<file path="config.mk">
export PLATFORM = sky130hd
export DESIGN_NAME = msp_tx_arbiter
export DESIGN_NICKNAME = d
export VERILOG_FILES = /design/src/rtl/msp_tx_arbiter.sv
export SDC_FILE = /design/constraint.sdc
export NUM_CORES = 1
export LEC_CHECK = 0
export CORE_MARGIN = 5
export CORE_UTILIZATION = 40
export CTS_CLUSTER_DIAMETER = 30
export DETAILED_ROUTE_END_ITERATION = 10
export GPL_ROUTABILITY_DRIVEN = 0
export PLACE_DENSITY = 0.7
export SETUP_SLACK_MARGIN = 0.5
export SLEW_MARGIN = 10
export SYNTH_ARGS = -nofsm -noshare
export SYNTH_HDL_FRONTEND = slang
export SYNTH_SLANG_ARGS = --single-unit
export TNS_END_PERCENT = 50
</file>
<file path="constraint.sdc">
create_clock -name clk -period 2.4 [get_ports clk]
set_input_delay 0.6 -clock clk [delete_from_list [all_inputs] [get_ports clk]]
set_output_delay 0.6 -clock clk [all_outputs]
set_load 0.01 [all_outputs]
</file>
<file path="src/rtl/msp_tx_arbiter.sv">
// Packet-atomic arbiter merging MSP responses (s0) and telemetry (s1) onto one UART byte stream,
// with round-robin tie breaking and abort/drain of a granted source that stops supplying bytes.
module msp_tx_arbiter #(
   parameter int unsigned STALL_CYCLES = 72_000
) (
   input  logic       clk,
   input  logic       rst_n,
   input  logic [7:0] s0_data,
   input  logic       s0_valid,
   input  logic       s0_last,
   output logic       s0_ready,
   input  logic [7:0] s1_data,
   input  logic       s1_valid,
   input  logic       s1_last,
   output logic       s1_ready,
   output logic [7:0] tx_data,
   output logic       tx_valid,
   input  logic       tx_ready,
   output logic [1:0] grant,
   output logic       busy,
   output logic       abort,
   output logic [7:0] abort_count
);
   localparam int unsigned CNT_W = 24;
   localparam int unsigned ACNT_W = 8;
   localparam logic [CNT_W-1:0] STALL_LIM = CNT_W'(STALL_CYCLES - 1);

   typedef enum logic [2:0] {IDLE, GRANT0, GRANT1, DRAIN0, DRAIN1} state_e;

   state_e              state_q, state_d;
   logic                last_grant_q, last_grant_d;
   logic [CNT_W-1:0]    stall_cnt_q, stall_cnt_d;
   logic [ACNT_W-1:0]   abort_cnt_q, abort_cnt_d;

   always_ff @(posedge clk or negedge rst_n) begin
      if (!rst_n) begin
         state_q      <= IDLE;
         last_grant_q <= 1'b1;
         stall_cnt_q  <= '0;
         abort_cnt_q  <= '0;
      end else begin
         state_q      <= state_d;
         last_grant_q <= last_grant_d;
         stall_cnt_q  <= stall_cnt_d;
         abort_cnt_q  <= abort_cnt_d;
      end
   end

   // Next state, stall counter and the zero-latency datapath mux.
   always_comb begin
      state_d      = state_q;
      last_grant_d = last_grant_q;
      stall_cnt_d  = stall_cnt_q;
      abort_cnt_d  = abort_cnt_q;
      tx_data      = '0;
      tx_valid     = 1'b0;
      s0_ready     = 1'b0;
      s1_ready     = 1'b0;
      grant        = 2'b00;
      abort        = 1'b0;
      busy         = (state_q != IDLE);

      unique case (state_q)
         IDLE: begin
            if (s0_valid && s1_valid) state_d = last_grant_q ? GRANT0 : GRANT1;
            else if (s0_valid)        state_d = GRANT0;
            else if (s1_valid)        state_d = GRANT1;
         end
         GRANT0: begin
            grant    = 2'b01;
            tx_data  = s0_data;
            tx_valid = s0_valid;
            s0_ready = tx_ready;
            if (s0_valid && tx_ready) begin
               stall_cnt_d = '0;
               if (s0_last) begin
                  state_d      = IDLE;
                  last_grant_d = 1'b0;
               end
            end else if (!s0_valid) begin
               if (stall_cnt_q == STALL_LIM) begin
                  state_d = DRAIN0;
                  abort   = 1'b1;
               end else begin
                  stall_cnt_d = stall_cnt_q + 1'b1;
               end
            end
         end
         GRANT1: begin
            grant    = 2'b10;
            tx_data  = s1_data;
            tx_valid = s1_valid;
            s1_ready = tx_ready;
            if (s1_valid && tx_ready) begin
               stall_cnt_d = '0;
               if (s1_last) begin
                  state_d      = IDLE;
                  last_grant_d = 1'b1;
               end
            end else if (!s1_valid) begin
               if (stall_cnt_q == STALL_LIM) begin
                  state_d = DRAIN1;
                  abort   = 1'b1;
               end else begin
                  stall_cnt_d = stall_cnt_q + 1'b1;
               end
            end
         end
         // Drain swallows the rest of an aborted packet; a second stall just gives up.
         DRAIN0: begin
            s0_ready = 1'b1;
            if (s0_valid) begin
               stall_cnt_d = '0;
               if (s0_last) state_d = IDLE;
            end else if (stall_cnt_q == STALL_LIM) begin
               state_d = IDLE;
            end else begin
               stall_cnt_d = stall_cnt_q + 1'b1;
            end
         end
         DRAIN1: begin
            s1_ready = 1'b1;
            if (s1_valid) begin
               stall_cnt_d = '0;
               if (s1_last) state_d = IDLE;
            end else if (stall_cnt_q == STALL_LIM) begin
               state_d = IDLE;
            end else begin
               stall_cnt_d = stall_cnt_q + 1'b1;
            end
         end
         default: state_d = IDLE;
      endcase

      if (state_d != state_q) stall_cnt_d = '0;
      if (abort && (abort_cnt_q != {ACNT_W{1'b1}})) abort_cnt_d = abort_cnt_q + 1'b1;
   end

   assign abort_count = abort_cnt_q;

endmodule

</file>
==> flow_metrics.py, run 1 <==
metrics = {
    "run": {
        "maxCapViolations": 0,
    },
    "global_route": {
        "grt_start_max_net_pins": 37,
        "grt_pass1_wl_um": 11900,
        "busiest_layer": "met2",
        "grt-ovfl-total": 0,
        "grt_util_met1_pct": 25.0,
        "grt_use_met2_pct": 33.8,
        "antenna_found_initial": 0,
        "gr-usage-met3_pct": 3.12,
        "globalRouteTotalUtil_pct": 19.5,
        "grt_pass1_vias": 2554,
    },
    "setup_path": {
        "crit_end": "abort",
        "cp_max_fo": 2,
        "r2r-end": "abort_count[7]",
        "setup.worst_path.start_class": "primary input",
        "crit_type": "primary input to output pin",
        "crit_required_ps": 1800,
        "rr_startpoint": "state_q[1]",
        "arrival_ps": 1690,
        "path_cells": "dlygate4sd2_1 > or3b_4 > a21oi_4 > nor2b_4 > buf_6",
        "cp-startpoint": "s0_valid",
        "rr_worst_depth": 11,
        "end_kind": "output pin",
        "cp_slowest_stage_delay_ps": 410,
        "slowest_stage": "or3b_4",
        "r2r_slack_ps": 160,
    },
    "synth": {
        "synth_top_area_share_pct": 36.6,
        "yosysMostFrequentCell": "dfrtp_1",
        "synth_edf_count": 0,
        "async_flop_share_pct": 100,
        "synth_area_leader_cell": "dfrtp_1",
        "syn-num-nets": 291,
        "syn_avg_cell_area_um2": 9.00,
        "synthFlopType": "dfrtp_1",
        "synth-seq-cells": 36,
        "yosys-top-cells-count": "dfrtp_1 (35), a21oi_1 (32), nand3_1 (20)",
        "yosysSeqAreaShare_pct": 37.7,
        "netlist_area_um2": 2390,
        "yosys_warnings": 0,
        "yosys-top-cells-area": "dfrtp_1 (37%), a21oi_1 (6.7%), o31ai_1 (4.7%)",
        "synthDistinctLibCells": 49,
        "synth_cells": 266,
    },
    "sta": {
        "rsz0062_at_grt": "yes",
        "fin_crit_sh_pct": 95.2,
        "setup_viol": 0,
        "whs_ps": 387,
        "drv_slew": 0,
        "relSlewSlack_pct": 47.0,
        "worst_slew_pin_slew_ps": 794,
        "period_minus_slack_ps": 2290,
        "fmax_mhz": 438,
        "finClkSkew_ps": 12.7,
        "hold_viol": 0,
        "fin_setup_tns_ps": 0,
    },
    "drt": {
        "drc_errors": 0,
        "viasPerCell": 5.60,
        "final_antenna_net_count": 0,
        "drt_iter0_markers": 127,
        "via_count": 2665,
        "wl_per_cell_um": 16.2,
        "first_pass_iters": 4,
        "routed_wl_um": 7730,
    },
    "power": {
        "leakage_nw": 1.68,
        "power_density_nw_per_um2": 748,
        "swShare_pct": 36.2,
        "max-vdd-ir-drop_v": 0.000646,
        "power.switching_w": 0.00107,
        "clockPowerShare_pct": 14.0,
        "power.internal_w": 0.00189,
        "p_comb_share_pct": 62.6,
        "p_seq_share_pct": 23.4,
    },
    "clock_network": {
        "hold_buffers": 0,
        "insertion_delay_ps": 290,
        "htreeDepth": 2,
        "cts_buffers": 5,
        "cts_sinks": 36,
        "clk_pin_slew_ps": 80,
        "cts_tree": "built",
        "cts-root-buf": "clkbuf_8",
        "clockBufferDepth": 2,
    },
    "finish": {
        "syn_to_final_growth_pct": 65.3,
        "fillCellCount": 446,
        "antenna_cells": 0,
        "final_nets": 425,
        "post-route-util_pct": 67.2,
        "drive_above_1_share_pct": 43.9,
    },
    "floorplanning": {
        "core_area_um2": 5890,
        "start_util_pct": 40.7,
        "std_cell_rows": 28,
        "ios": 46,
        "die_w_um": 87.4,
        "die_h_um": 87.4,
        "die-area_um2": 7630,
    },
    "placed_design": {
        "post-dp-hpwl_um": 4500,
        "port-buffer-count": 45,
    },
    "min_path": {
        "hold_path_class": "primary input to asynchronous set/reset pin",
    },
    "run_status": {
        "outcome": "completed",
    },
}
==> kinds of logic (layout without fill, tap and decap cells) <==
group | Yosys count | in the layout | share of synthesized area, %
and+or+nand+nor | 115 | 117 | 30.0
AOI/OAI and AO/OA | 78 | 78 | 21.3
DFF | 36 | 36 | 37.7
buffers and inverters | 23 | 156 | 5.44
xor gates and xnor gates | 10 | 10 | 3.66
adders and majority gates | 2 | 2 | 1.05
muxes | 2 | 2 | 0.889
==> final cells by class <==
| cell class | count | area, um^2 | share of cell area, % |
|---|---|---|---|
| multi-input cells | 209 | 1620 | 40.9 |
| flip-flops and latches | 36 | 905 | 22.9 |
| well taps | 75 | 93.8 | 2.37 |
| clock inverters | 1 | 5.00 | 0.127 |
| repair buffers | 142 | 1240 | 31.3 |
| inverters | 6 | 22.5 | 0.569 |
| clock buffers | 7 | 76.3 | 1.93 |
==> power groups by stage <==
stage	sequential (W)	combinational (W)	clock [W]
after global placement	0.000701	0.00110	0
final	0.000694	0.00185	0.000414
after floorplan	0.000684	0.000683	0
after global routing	0.000698	0.00196	0.000452
after CTS	0.000695	0.00160	0.000423
after detailed placement	0.000703	0.00110	0
==> placed cells by master (no fill, tap or decap), drive strengths merged, types with 2 or more instances in the layout <==
cell / count
nor2: 12
or4: 14
ha: 2
or3b: 2
or3: 8
o31ai: 15
buf: 113
a22o: 8
o21a: 2
dfrtp: 35
clkdlybuf4s50: 26
nand3: 22
inv: 6
and3: 4
nand3b: 2
a21oi: 33
dlygate4sd2: 2
nand4: 11
nor3b: 3
clkbuf: 7
nor3: 2
nor2b: 2
and2: 2
xor2: 6
nand2: 20
o21ai: 13
nor4: 5
o211ai: 2
xnor2: 4
nand2b: 3
==> repair_timing <==
item / CTS / global route
gates resized for setup: 110 / 44
endpoints found under the setup margin: 51 / 53
pin swaps: 28 / 29
setup buffers: 40 / 9
gates cloned: 3 / 2
==> worst min path at each step <==
| stage | from | endpoint | slack (ps) | cells after the start |
|---|---|---|---|---|
| detailed placement | abort_count[5] | abort_count[5] | 490 | 1 |
| finish | rst_n | stall_cnt_q[23] | 390 | 1 |
| global placement | abort_count[5] | abort_count[5] | 480 | 1 |
| global route | rst_n | stall_cnt_q[23] | 480 | 1 |
| CTS | rst_n | stall_cnt_q[23] | 420 | 1 |
| floorplan | rst_n | abort_count[0] | 300 | 0 |
==> layer usage <==
metal	share of wire, %	up-vias
li1	-	1278
met1	42	1317
met2	54	54
met3	2.4	16
met4	2.0	0
met5	0	-
==> sequential cells by signal (all words and copies together) (netlist names) <==
name and cells:
abort_count 8, last_grant_q 1, stall_cnt_q 24, state_q 3
==> metrics by stage <==
step	setup slack [ps]	total power, W	cells	instance area (um^2)
4_1_cts	126	0.00272	465	3700
6_report	115	0.00296	476	3960
5_1_grt	55.3	0.00311	476	3960
3_3_place_gp	-416	0.00180	414	3170
3_5_place_dp	-433	0.00181	414	3170
2_1_floorplan	431	0.00137	266	2400
==> critical path: cells and delay by family <==
kind / cells / cell delay (ps)
buf+inv: 2 / 350
compound gates: 1 / 160
simple gates: 2 / 580
Power figures use the tool's default switching activity.
==> run 2: changes to the inputs <==
CAP_MARGIN = 20   (was not set)
==> results of run 2 <==
No change in the layout: final DEF, timing and power equal those of run 1.
==> run 3: changes to the inputs <==
CORE_MARGIN = 2   (was 5)
==> run 3 against run 2 <==
Effect of this change:
- global-route usage rose by 4.4 points
- critical path depth increased by 1
- register-to-register slack improved by 80 ps
- first-iteration DRC count increased by 82%
- clock skew decreased by 4.2 ps
- hold slack gained 120 ps
- wire length is 9.3% higher
- non-clock buffer count unchanged
- clock power is 19% higher
- sequential cell count unchanged
- largest cell class unchanged
==> flow_metrics.py, run 3 (synthesized netlist as in run 1, its figures left out) <==
metrics = {
    "floorplanning": {
        "start_util_pct": 40.9,
        "die-area_um2": 6620,
        "ios": 46,
        "std_cell_rows": 28,
        "die_h_um": 81.4,
        "core_area_um2": 5850,
        "die_w_um": 81.4,
    },
    "sta": {
        "drv_slew": 0,
        "fin_setup_tns_ps": 0,
        "worst_slew_pin_slew_ps": 662,
        "period_minus_slack_ps": 2380,
        "finClkSkew_ps": 8.45,
        "hold_viol": 0,
        "whs_ps": 502,
        "relSlewSlack_pct": 55.7,
        "setup_viol": 0,
        "fin_ws_ps": 24.3,
        "fmax_mhz": 421,
        "fin_crit_sh_pct": 99.0,
        "rsz0062_at_grt": "yes",
    },
    "setup_path": {
        "cp_max_fo": 3,
        "arrival_ps": 1780,
        "cp-startpoint": "state_q[0]",
        "setup.worst_path.start_class": "register",
        "r2r_slack_ps": 240,
        "r2r-end": "stall_cnt_q[22]",
        "crit_end": "abort",
        "crit_type": "register to output pin",
        "rr_startpoint": "state_q[0]",
        "rr_worst_depth": 10,
        "end_kind": "output pin",
        "crit_required_ps": 1800,
    },
    "clock_network": {
        "htreeDepth": 2,
        "cts_buffers": 5,
        "insertion_delay_ps": 300,
        "hold_buffers": 0,
        "cts-root-buf": "clkbuf_8",
        "cts_tree": "built",
        "clk_pin_slew_ps": 80,
        "cts_sinks": 36,
        "clockBufferDepth": 2,
    },
    "run": {
        "maxCapViolations": 0,
    },
    "global_route": {
        "antenna_found_initial": 0,
        "grt_pass1_vias": 2535,
        "grt_pass1_wl_um": 12000,
        "grt_start_max_net_pins": 37,
        "globalRouteTotalUtil_pct": 23.9,
        "grt-ovfl-total": 0,
    },
    "finish": {
        "syn_to_final_growth_pct": 68.8,
        "largest_register_ff_count": 24,
        "final_nets": 424,
        "final_cell_mix": "buf_4 (65), dfrtp_1 (35), buf_6 (28), clkdlybuf4s50_1 (27), a21oi_1 (25)",
        "antenna_cells": 0,
        "mostFrequentLayoutCell": "buf_4",
        "regMostFlops": "stall_cnt_q",
        "drive_above_1_share_pct": 42.8,
    },
    "placed_design": {
        "post-dp-hpwl_um": 4460,
        "port-buffer-count": 45,
        "preCtsSetupSlack_ps": -450,
    },
    "run_status": {
        "outcome": "completed",
    },
    "power": {
        "max-vdd-ir-drop_v": 0.000586,
        "leakage_nw": 1.72,
        "power_density_nw_per_um2": 756,
    },
    "drt": {
        "final_antenna_net_count": 0,
        "first_pass_iters": 4,
        "drt_iter0_markers": 231,
        "via_count": 2780,
        "viasPerCell": 5.85,
        "routed_wl_um": 8450,
        "drc_errors": 0,
        "wl_per_cell_um": 17.8,
    },
    "min_path": {
        "hold_path_class": "register to register",
    },
}
-- run 3: worst min path at each step --
stage | end | startpoint | depth (start not counted) | slack (ps)
final | abort_count[5] | abort_count[5] | 1 | 500
after global placement | abort_count[5] | abort_count[5] | 1 | 480
after CTS | abort_count[5] | abort_count[5] | 1 | 500
after global routing | abort_count[7] | abort_count[7] | 1 | 520
after detailed placement | abort_count[7] | abort_count[7] | 1 | 490
after floorplan | abort_count[0] | rst_n | 0 | 300
-- run 3: power breakdown --
group	switching, W	internal, W
registers	0.0000429	0.000647
clock network	0.000231	0.000262
logic	0.000846	0.00102
total	0.00112	0.00193
-- run 3: repair_timing --
| item | in CTS | in global routing |
|---|---|---|
| resized for setup | 117 | 34 |
| setup buffers | 33 | 15 |
| endpoints found under the hold margin | 0 | 0 |
| pin swaps | 27 | 25 |
| endpoints found under the setup margin | 50 | 53 |
| cloned | 4 | 1 |
-- run 3: final cells by class --
type	instances	area [um^2]
Clock buffer	8	100
Inverter	6	26.3
Tap cell	75	93.8
Sequential cell	36	902
Multi-Input combinational cell	208	1640
Fill cell	371	1810
Timing Repair Buffer	142	1280
-- run 3: per-layer routing --
metal  track usage, %  up-vias  wire length, um
li1                 -     1282                -
met1             28.0     1380             3320
met2             42.7       93             4500
met3             3.67       25              361
met4             10.7        0              271
met5                0        -                0
-- run 3: metrics by stage --
stage | cells | util, % | total power (W) | instance area (um^2)
4_1_cts | 459 | 64.9 | 0.00282 | 3800
5_1_grt | 475 | 69.1 | 0.00320 | 4040
2_1_floorplan | 266 | - | 0.00137 | 2400
6_report | 475 | 69.1 | 0.00305 | 4040
3_3_place_gp | 414 | 54.3 | 0.00177 | 3180
3_5_place_dp | 414 | 54.3 | 0.00178 | 3180
-- run 3: critical path: stages (launching register included) --
cell and delay [ps]:
dfrtp_1 420, buf_6 140, buf_6 100, or3b_4 380, a21oi_4 160, nor2b_4 160
buf_6 110
